`src/rtl/pipe_stage_buf.sv`:
```
// pipe_stage_buf: valid/ready inter-stage pipeline latch with optional 2-entry skid buffer and flush.
module pipe_stage_buf #(
    parameter int                DATA_W    = 192,
    parameter bit                SKID      = 1'b1,
    parameter logic [DATA_W-1:0] NOP_VALUE = '0
) (
    input  logic              clk,
    input  logic              rst_n,
    input  logic              in_valid_i,
    output logic              in_ready_o,
    input  logic [DATA_W-1:0] in_data_i,
    output logic              out_valid_o,
    input  logic              out_ready_i,
    output logic [DATA_W-1:0] out_data_o,
    input  logic              flush_i,
    output logic [1:0]        count_o
);
    logic              m_valid_q, m_valid_d, s_valid_q, s_valid_d;
    logic [DATA_W-1:0] m_data_q, m_data_d, s_data_q, s_data_d;
    logic              push, pop, m_load, s_load;
    // With SKID the ready is a pure register output, breaking the cross-stage ready path
    assign in_ready_o  = SKID ? !s_valid_q : (!m_valid_q | out_ready_i);
    assign push        = in_valid_i & in_ready_o;
    assign pop         = m_valid_q & out_ready_i;
    assign m_load      = push & (!m_valid_q | pop);
    assign s_load      = SKID & push & m_valid_q & !pop;
    assign out_valid_o = m_valid_q;
    assign out_data_o  = m_valid_q ? m_data_q : NOP_VALUE;
    assign count_o     = {1'b0, m_valid_q} + {1'b0, s_valid_q};
    always_comb begin
        m_valid_d = flush_i ? 1'b0 : (s_valid_q | push | (m_valid_q & !pop));
        s_valid_d = flush_i ? 1'b0 : (s_valid_q ? !pop : s_load);
        m_data_d  = (pop & s_valid_q) ? s_data_q : (m_load ? in_data_i : m_data_q);
        s_data_d  = s_load ? in_data_i : s_data_q;
    end
    always_ff @(posedge clk or negedge rst_n) begin
        if (!rst_n) begin
            m_valid_q <= 1'b0;
            s_valid_q <= 1'b0;
            m_data_q  <= '0;
            s_data_q  <= '0;
        end else begin
            m_valid_q <= m_valid_d;
            s_valid_q <= s_valid_d;
            m_data_q  <= m_data_d;
            s_data_q  <= s_data_d;
        end
    end
endmodule

```
`config.mk`:
```
export PLATFORM = sky130hd
export DESIGN_NAME = pipe_stage_buf
export DESIGN_NICKNAME = d
export VERILOG_FILES = /design/src/rtl/pipe_stage_buf.sv
export SDC_FILE = /design/constraint.sdc
export NUM_CORES = 1
export LEC_CHECK = 0
export ABC_AREA = 1
export BUFFER_PORTS_ARGS = -buffer_cell sky130_fd_sc_hd__buf_2
export CORE_MARGIN = 2
export CORE_UTILIZATION = 55
export DETAILED_ROUTE_END_ITERATION = 16
export PLACE_DENSITY = 0.8
export SLEW_MARGIN = 20
export SYNTH_ARGS = -nofsm -noshare
export SYNTH_HDL_FRONTEND = slang
export SYNTH_SLANG_ARGS = --single-unit
```
`constraint.sdc`:
```
create_clock -name clk -period 3.1 [get_ports clk]
set_input_delay 0.775 -clock clk [delete_from_list [all_inputs] [get_ports clk]]
set_output_delay 0.775 -clock clk [all_outputs]
set_load 0.01 [all_outputs]
```
# After elaboration in Yosys (flattened, before gate mapping)
# Index checks and enable logic that the tools add are counted.
[word_totals] romBits=0 n_memories=0 latch_bits=0 reg_bits=386 inputBits=197 ram_bits=0
[classes] bitwise_logic=10 addsub=1 eq_ne=0 mul=0 div=0 n_shift=0 n_reduce_logical=4 n_lt_le_gt_ge=0 muxes=6
[op_table] op="2-to-1 mux 192 bit" n=3
[op_table] op="bitwise AND 1 bit" n=7
[op_table] op="zero test 1 bit" n=3
[op_table] op="2-to-1 mux 1 bit" n=3
[op_table] op="OR 1 bit" n=3
[op_table] op="adder 1 x 1 -> 2 bit" n=1
[op_table] op="nonzero test 2 bit" n=1

# Longest topological paths before layout
# Gate-level depths: netlist of run 1.
[logic_depth] word_depth=6 depth_mapped=9 mapped_depth_nobuf=6

# Worst setup path before layout of run 1
# Ideal clock, no wire load.
[synth_timing] path_kind="register to output" startpoint="register m_valid_q, in the netlist out_valid_o" endpoint="output port out_data_o[61]" required_ns=2.325 path_stages_with_launch=6 slack_ns=1.090 path_buffers=3 arrival_time_ns=1.235 path_cell_list="dfrtp_1 buf_4 clkbuf_1 clkbuf_1 nand2_1 inv_1"
[synth_between] elab_chain_len=1
[synth_rtl] element="start: declaration" line_no="18" rtl="logic m_valid_q, m_valid_d, s_valid_q, s_valid_d;"
[synth_rtl] element="start signal: assignment" line_no="43" rtl="m_valid_q <= m_valid_d;"
[synth_rtl] element="2-to-1 mux 192 bit" line_no="28" rtl="assign out_data_o = m_valid_q ? m_data_q : NOP_VALUE;"
[synth_rtl] element="end: declaration" line_no="14" rtl="output logic [DATA_W-1:0] out_data_o,"
# No other way between the ends.

# Worst setup path in the final report of run 1
[layout_timing] startpoint="register m_valid_q, in the netlist out_valid_o" endpoint="output port out_data_o[122]"
# Same word-level chain as after synthesis.

==> results of run 1 <==
## metal layers
layer	up-vias	track usage (%)	routed length [um]
met1	9574	41.1	23900
li1	9159	-	-
met4	12	17.7	2700
met2	1087	52.0	29400
met3	204	6.28	5230
met5	-	0	80
## cells by family (layout without fill, tap and decap cells)
logic type      Yosys count  after routing  share of synthesized area, %
buf+inv                 430            702                          9.40
other cells               0             14                             0
compound gates            2              2                        0.0570
fa+ha+maj                 1              1                        0.0633
simple gates           1928           1928                          41.6
flops                   386            386                          48.9
## sequential cells by signal, summed over array words and instances, names as in the netlist
signal       flops
out_valid_o      1
s_valid_q        1
m_data_q       192
s_data_q       192
## cell type report
type | count | area [um2] | area share, %
Sequential cell | 386 | 9670 | 41.6
Multi-Input combinational cell | 1931 | 8280 | 35.6
Timing Repair Buffer | 431 | 2530 | 10.9
Clock buffer | 63 | 1270 | 5.47
Inverter | 196 | 741 | 3.19
Tap cell | 461 | 577 | 2.48
Clock inverter | 12 | 139 | 0.597
Antenna cell | 14 | 35.0 | 0.151
## cell usage after synthesis
library cell,instances
ha_1,1
a31oi_1,1
nor2_4,1
a21oi_1,1
inv_2,2
buf_4,21
nand3_1,384
nand4_1,192
nand2_2,2
buf_2,132
buf_1,11
nand3_4,1
dfrtp_1,386
nand2_1,1348
clkbuf_1,70
inv_1,194
## where the power goes
part,leakage (nW),switching [mW],internal (mW),total (mW)
sequential,4.79,0.532,5.94,6.47
clock,0.704,2.04,3.08,5.12
combinational,8.94,1.51,0.831,2.34
## how the worst min path moves through the flow
| stage | to | start | depth (start not counted) | slack [ns] |
|---|---|---|---|---|
| finish | m_data_q[177] | rst_n | 1 | 0.17 |
| global route | s_data_q[170] | rst_n | 1 | 0.20 |
| CTS | s_data_q[170] | rst_n | 1 | 0.17 |
| detailed placement | s_data_q[134] | s_data_q[134] | 2 | 0.46 |
| global placement | s_data_q[134] | s_data_q[134] | 2 | 0.45 |
| floorplan | s_data_q[0] | s_data_q[0] | 2 | 0.44 |
## critical path, stage by stage (launching register included)
cell     delay, ns
dfrtp_4       0.66
buf_12        0.24
buf_12        0.24
nand2_1       0.08
inv_1         0.09
buf_2         0.13
## through the flow
stage,util [%],hold slack (ns)
after floorplan,-,0.442
after global placement,61.4,0.452
after detailed placement,61.4,0.458
after CTS,65.4,0.172
after global routing,65.5,0.196
final,65.5,0.168
==> metrics.csv, run 1 <==
metric;value;unit
Starting Density;55.7;%
RSZ-0062 raised after global routing;false;
TritonCTS Buffers;42;
Worst Skew;0.0209;ns
total power per unit cell area;599;nW/um2
status;complete, no violations;
I/O pins;393;
initial antenna violation count;20;
Synth Register Bits;386;
maxcap violations;0;
reg2reg path depth;5;
Max Transition Viols Final;0;
Die Y;194;um
Synth top area share;48.9;%
vias per inst;5.73;
WL per Instance;17.6;um
Clock Path Buffers;3;
sequential fraction of the synthesis area;48.9;%
largest net degree at the start of global routing;194;
Setup Viol. Count Final;0;
nets;3186;
Final WS setup;0.330;ns
# clock sinks;386;
H-tree Lvls;2;
Synth cell types;16;
Place WS;0.652;ns
Routed WL;61400;um
placed standard-cell area;21800;um2
CP max FO;42;
die width;194;um
critical setup path kind;reg2out;
most common cell after layout, fill and taps aside;nand2_1;
Core Region;35500;um2
syn_nets;2945;
Port Buffer Count;392;
Static Leak;14.4;nW
yosys warns;0;
HPWL Detailed;35000;um
Peak VDD IR;0.000509;V
vias in the first global route;20000;
global-route wire length before repair;99900;um
RR Endpoint;s_data_q[77];
clock slew at reported path FFs;0.06;ns
drt drc;0;
drt first pass iters;6;
Post-Syn Area per Cell;7.20;um2
worst min-delay path class;in2async;
Critical Path Sink;out_data_o[122];
layout cells sized above 1;16.8;%
Fmax;361;MHz
leading area contributor after synthesis;dfrtp_1;
Worst slew margin;31.1;%
r2r startpoint;out_valid_o;
# fillers;3043;
die area;37500;um2
Least-Margin Pin Slew;1.03;ns
crit path launch;out_valid_o;
Final Non-Filler Cells;3494;
Iter 0 DRT Violations;2165;
CP endpoint kind;primary output;
Gate Count Post-Synth;2747;
P&R area growth vs syn;17.6;%
dpl cells;3405;
post-CTS sizing;0;
clock root buffer master;clkbuf_16;
Pwr Total;13.9;mW
Sum Neg Setup Slack;0;ns
# rows;69;
final RePlAce weighted congestion;0.850;
worst path required time;2.32;ns
Worst-Skew Late Latency;0.54;ns
crit path time final;2.77;ns
Post-CTS Setup Bufs;0;
gr usage total;32.2;%
FF-to-FF setup slack;0.74;ns
CTS Hold Bufs;0;
TritonCTS clock tree;done;
Setup crit start kind;flop;
total gr overflow;0;
antenna-violating nets left;0;
Mapped Area;19800;um2
Arr. time, crit path;1.99;ns
Final Hold Viols;0;
most frequent cells in the layout;nand2_1 (1347), buf_2 (390), nand3_1 (384), dfrtp_1 (384), inv_1 (194);
Layout Cell Area excl Fill;23200;um2
Period Utilization, post-route;89.3;%
top post-synthesis cells by area;dfrtp_1 (49%), nand2_1 (26%), nand3_1 (9.7%);
via count;20000;
(Power assumes the default switching activity.)
==> run 2: changes to the inputs <==
PLACE_DENSITY = 0.85   (was 0.8)
==> run 2 against run 1 <==
Net effect:
- sequential power is essentially flat
- register-to-register slack improved by 0.10 ns
- maximum frequency is 0.59% lower
- via count down 0.53%
- core utilization is 0.12 points lower
- non-clock buffer count shrank 1
- clock skew decreased by 0.0055 ns
- worst setup slack got worse by 0.016 ns
- design area down 0.19%
- power barely moved
- wire length fell by 4.8%
- critical path type unchanged
- critical endpoint is now out_data_o[6]
- largest cell class unchanged
==> metrics.csv, run 2 (same netlist as run 1, synthesis figures left out) <==
metric;value;unit
status;complete, no violations;
Least-Margin Pin Slew;1.13;ns
worst min-delay path class;in2async;
clock slew at reported path FFs;0.07;ns
# clock sinks;386;
# rows;69;
HPWL Detailed;33900;um
Top delay family on crit path;buffers and inverters;
Fmax;359;MHz
antenna-violating nets left;0;
Clock Path Buffers;3;
Slowest-stage cell, CP;dfrtp_4;
Peak VDD IR;0.000455;V
CP max stage delay;0.54;ns
Iter 0 DRT Violations;1950;
Starting Density;55.7;%
global-route wire length before repair;96300;um
vias per inst;5.71;
post-CTS sizing;0;
die width;194;um
maxcap violations;0;
most frequent cells in the layout;nand2_1 (1347), buf_2 (390), nand3_1 (384), dfrtp_1 (384), inv_1 (194);
Port Buffer Count;392;
largest net degree at the start of global routing;209;
Worst-Skew Late Latency;0.55;ns
CP cell instances;buf_12 > nand2_1 > inv_1 > buf_2;
drt first pass iters;6;
Core Region;35500;um2
CTS Hold Bufs;0;
Setup crit start kind;flop;
# fillers;2894;
total power per unit cell area;600;nW/um2
die area;37500;um2
reg2reg path depth;7;
critical setup path kind;reg2out;
RR Endpoint;m_data_q[108];
Die Y;194;um
vias in the first global route;19600;
TritonCTS clock tree;done;
Post-CTS Setup Bufs;0;
H-tree Lvls;2;
worst path required time;2.32;ns
total gr overflow;0;
WL per Instance;16.7;um
Worst slew margin;24.9;%
initial antenna violation count;13;
Max Transition Viols Final;0;
clock root buffer master;clkbuf_16;
Static Leak;14.4;nW
biggest regs;m_data_q x192, s_data_q x192;
placed standard-cell area;21800;um2
Worst Skew;0.0154;ns
CP endpoint kind;primary output;
Arr. time, crit path;2.01;ns
layout cells sized above 1;16.7;%
P&R area growth vs syn;17.4;%
via count;19900;
Layout Cell Area excl Fill;23200;um2
gr usage total;30.7;%
RSZ-0062 raised after global routing;false;
CP max FO;112;
CP bufs+invs;3;
most common cell after layout, fill and taps aside;nand2_1;
nets;3185;
r2r startpoint;out_valid_o;
FF-to-FF setup slack;0.84;ns
Final Hold Viols;0;
Period Utilization, post-route;89.9;%
final RePlAce weighted congestion;0.843;
Setup Viol. Count Final;0;
drt drc;0;
Routed WL;58400;um
Sum Neg Setup Slack;0;ns
TritonCTS Buffers;42;
I/O pins;393;
crit path time final;2.79;ns
==> run 2: how the worst max path moves through the flow <==
stage / start / end / cells after the start
finish: out_valid_o / out_data_o[6] / 4
global route: out_valid_o / out_data_o[6] / 4
CTS: out_valid_o / out_data_o[162] / 5
detailed placement: out_ready_i / m_data_q[106] / 7
global placement: in_valid_i / s_data_q[102] / 6
floorplan: out_valid_o / out_data_o[61] / 5
==> run 2: layout make-up <==
type,instances,area (um2),share of cell area [%]
clock inverter,12,156,0.674
timing repair buffer,430,2500,10.8
multi-input combinational,1931,8280,35.7
antenna,8,20.0,0.0863
inverter,196,741,3.19
sequential,386,9670,41.7
clock buffer,65,1260,5.42
tap,461,577,2.49
==> run 2: report_power, final <==
part	switching (mW)	leakage (nW)	internal (mW)	total [mW]
registers	0.518	4.79	5.94	6.46
clock network	2.08	0.695	3.05	5.13
logic	1.50	8.93	0.827	2.33
==> run 2: stage by stage <==
stage                     instances  hold WS (ns)  setup slack (ns)  power (mW)  utilization [%]
after detailed placement       3404         0.458             0.606        8.83             61.3
after global routing           3489         0.255             0.238        14.6             65.4
after floorplan                2747         0.442              1.09        7.88                -
after global placement         3404         0.452             0.717        8.68             61.3
after CTS                      3481         0.239             0.348        13.9             65.3
final                          3489         0.220             0.314        13.9             65.4
==> run 2: layer usage <==
| metal | global-route usage (%) | part of all wire, % | up-vias |
|---|---|---|---|
| met5 | 0 | 0.11 | - |
| met4 | 16.8 | 4.3 | 10 |
| met3 | 5.60 | 8.9 | 178 |
| met2 | 50.0 | 48 | 1157 |
| met1 | 39.1 | 39 | 9427 |
| li1 | - | - | 9157 |
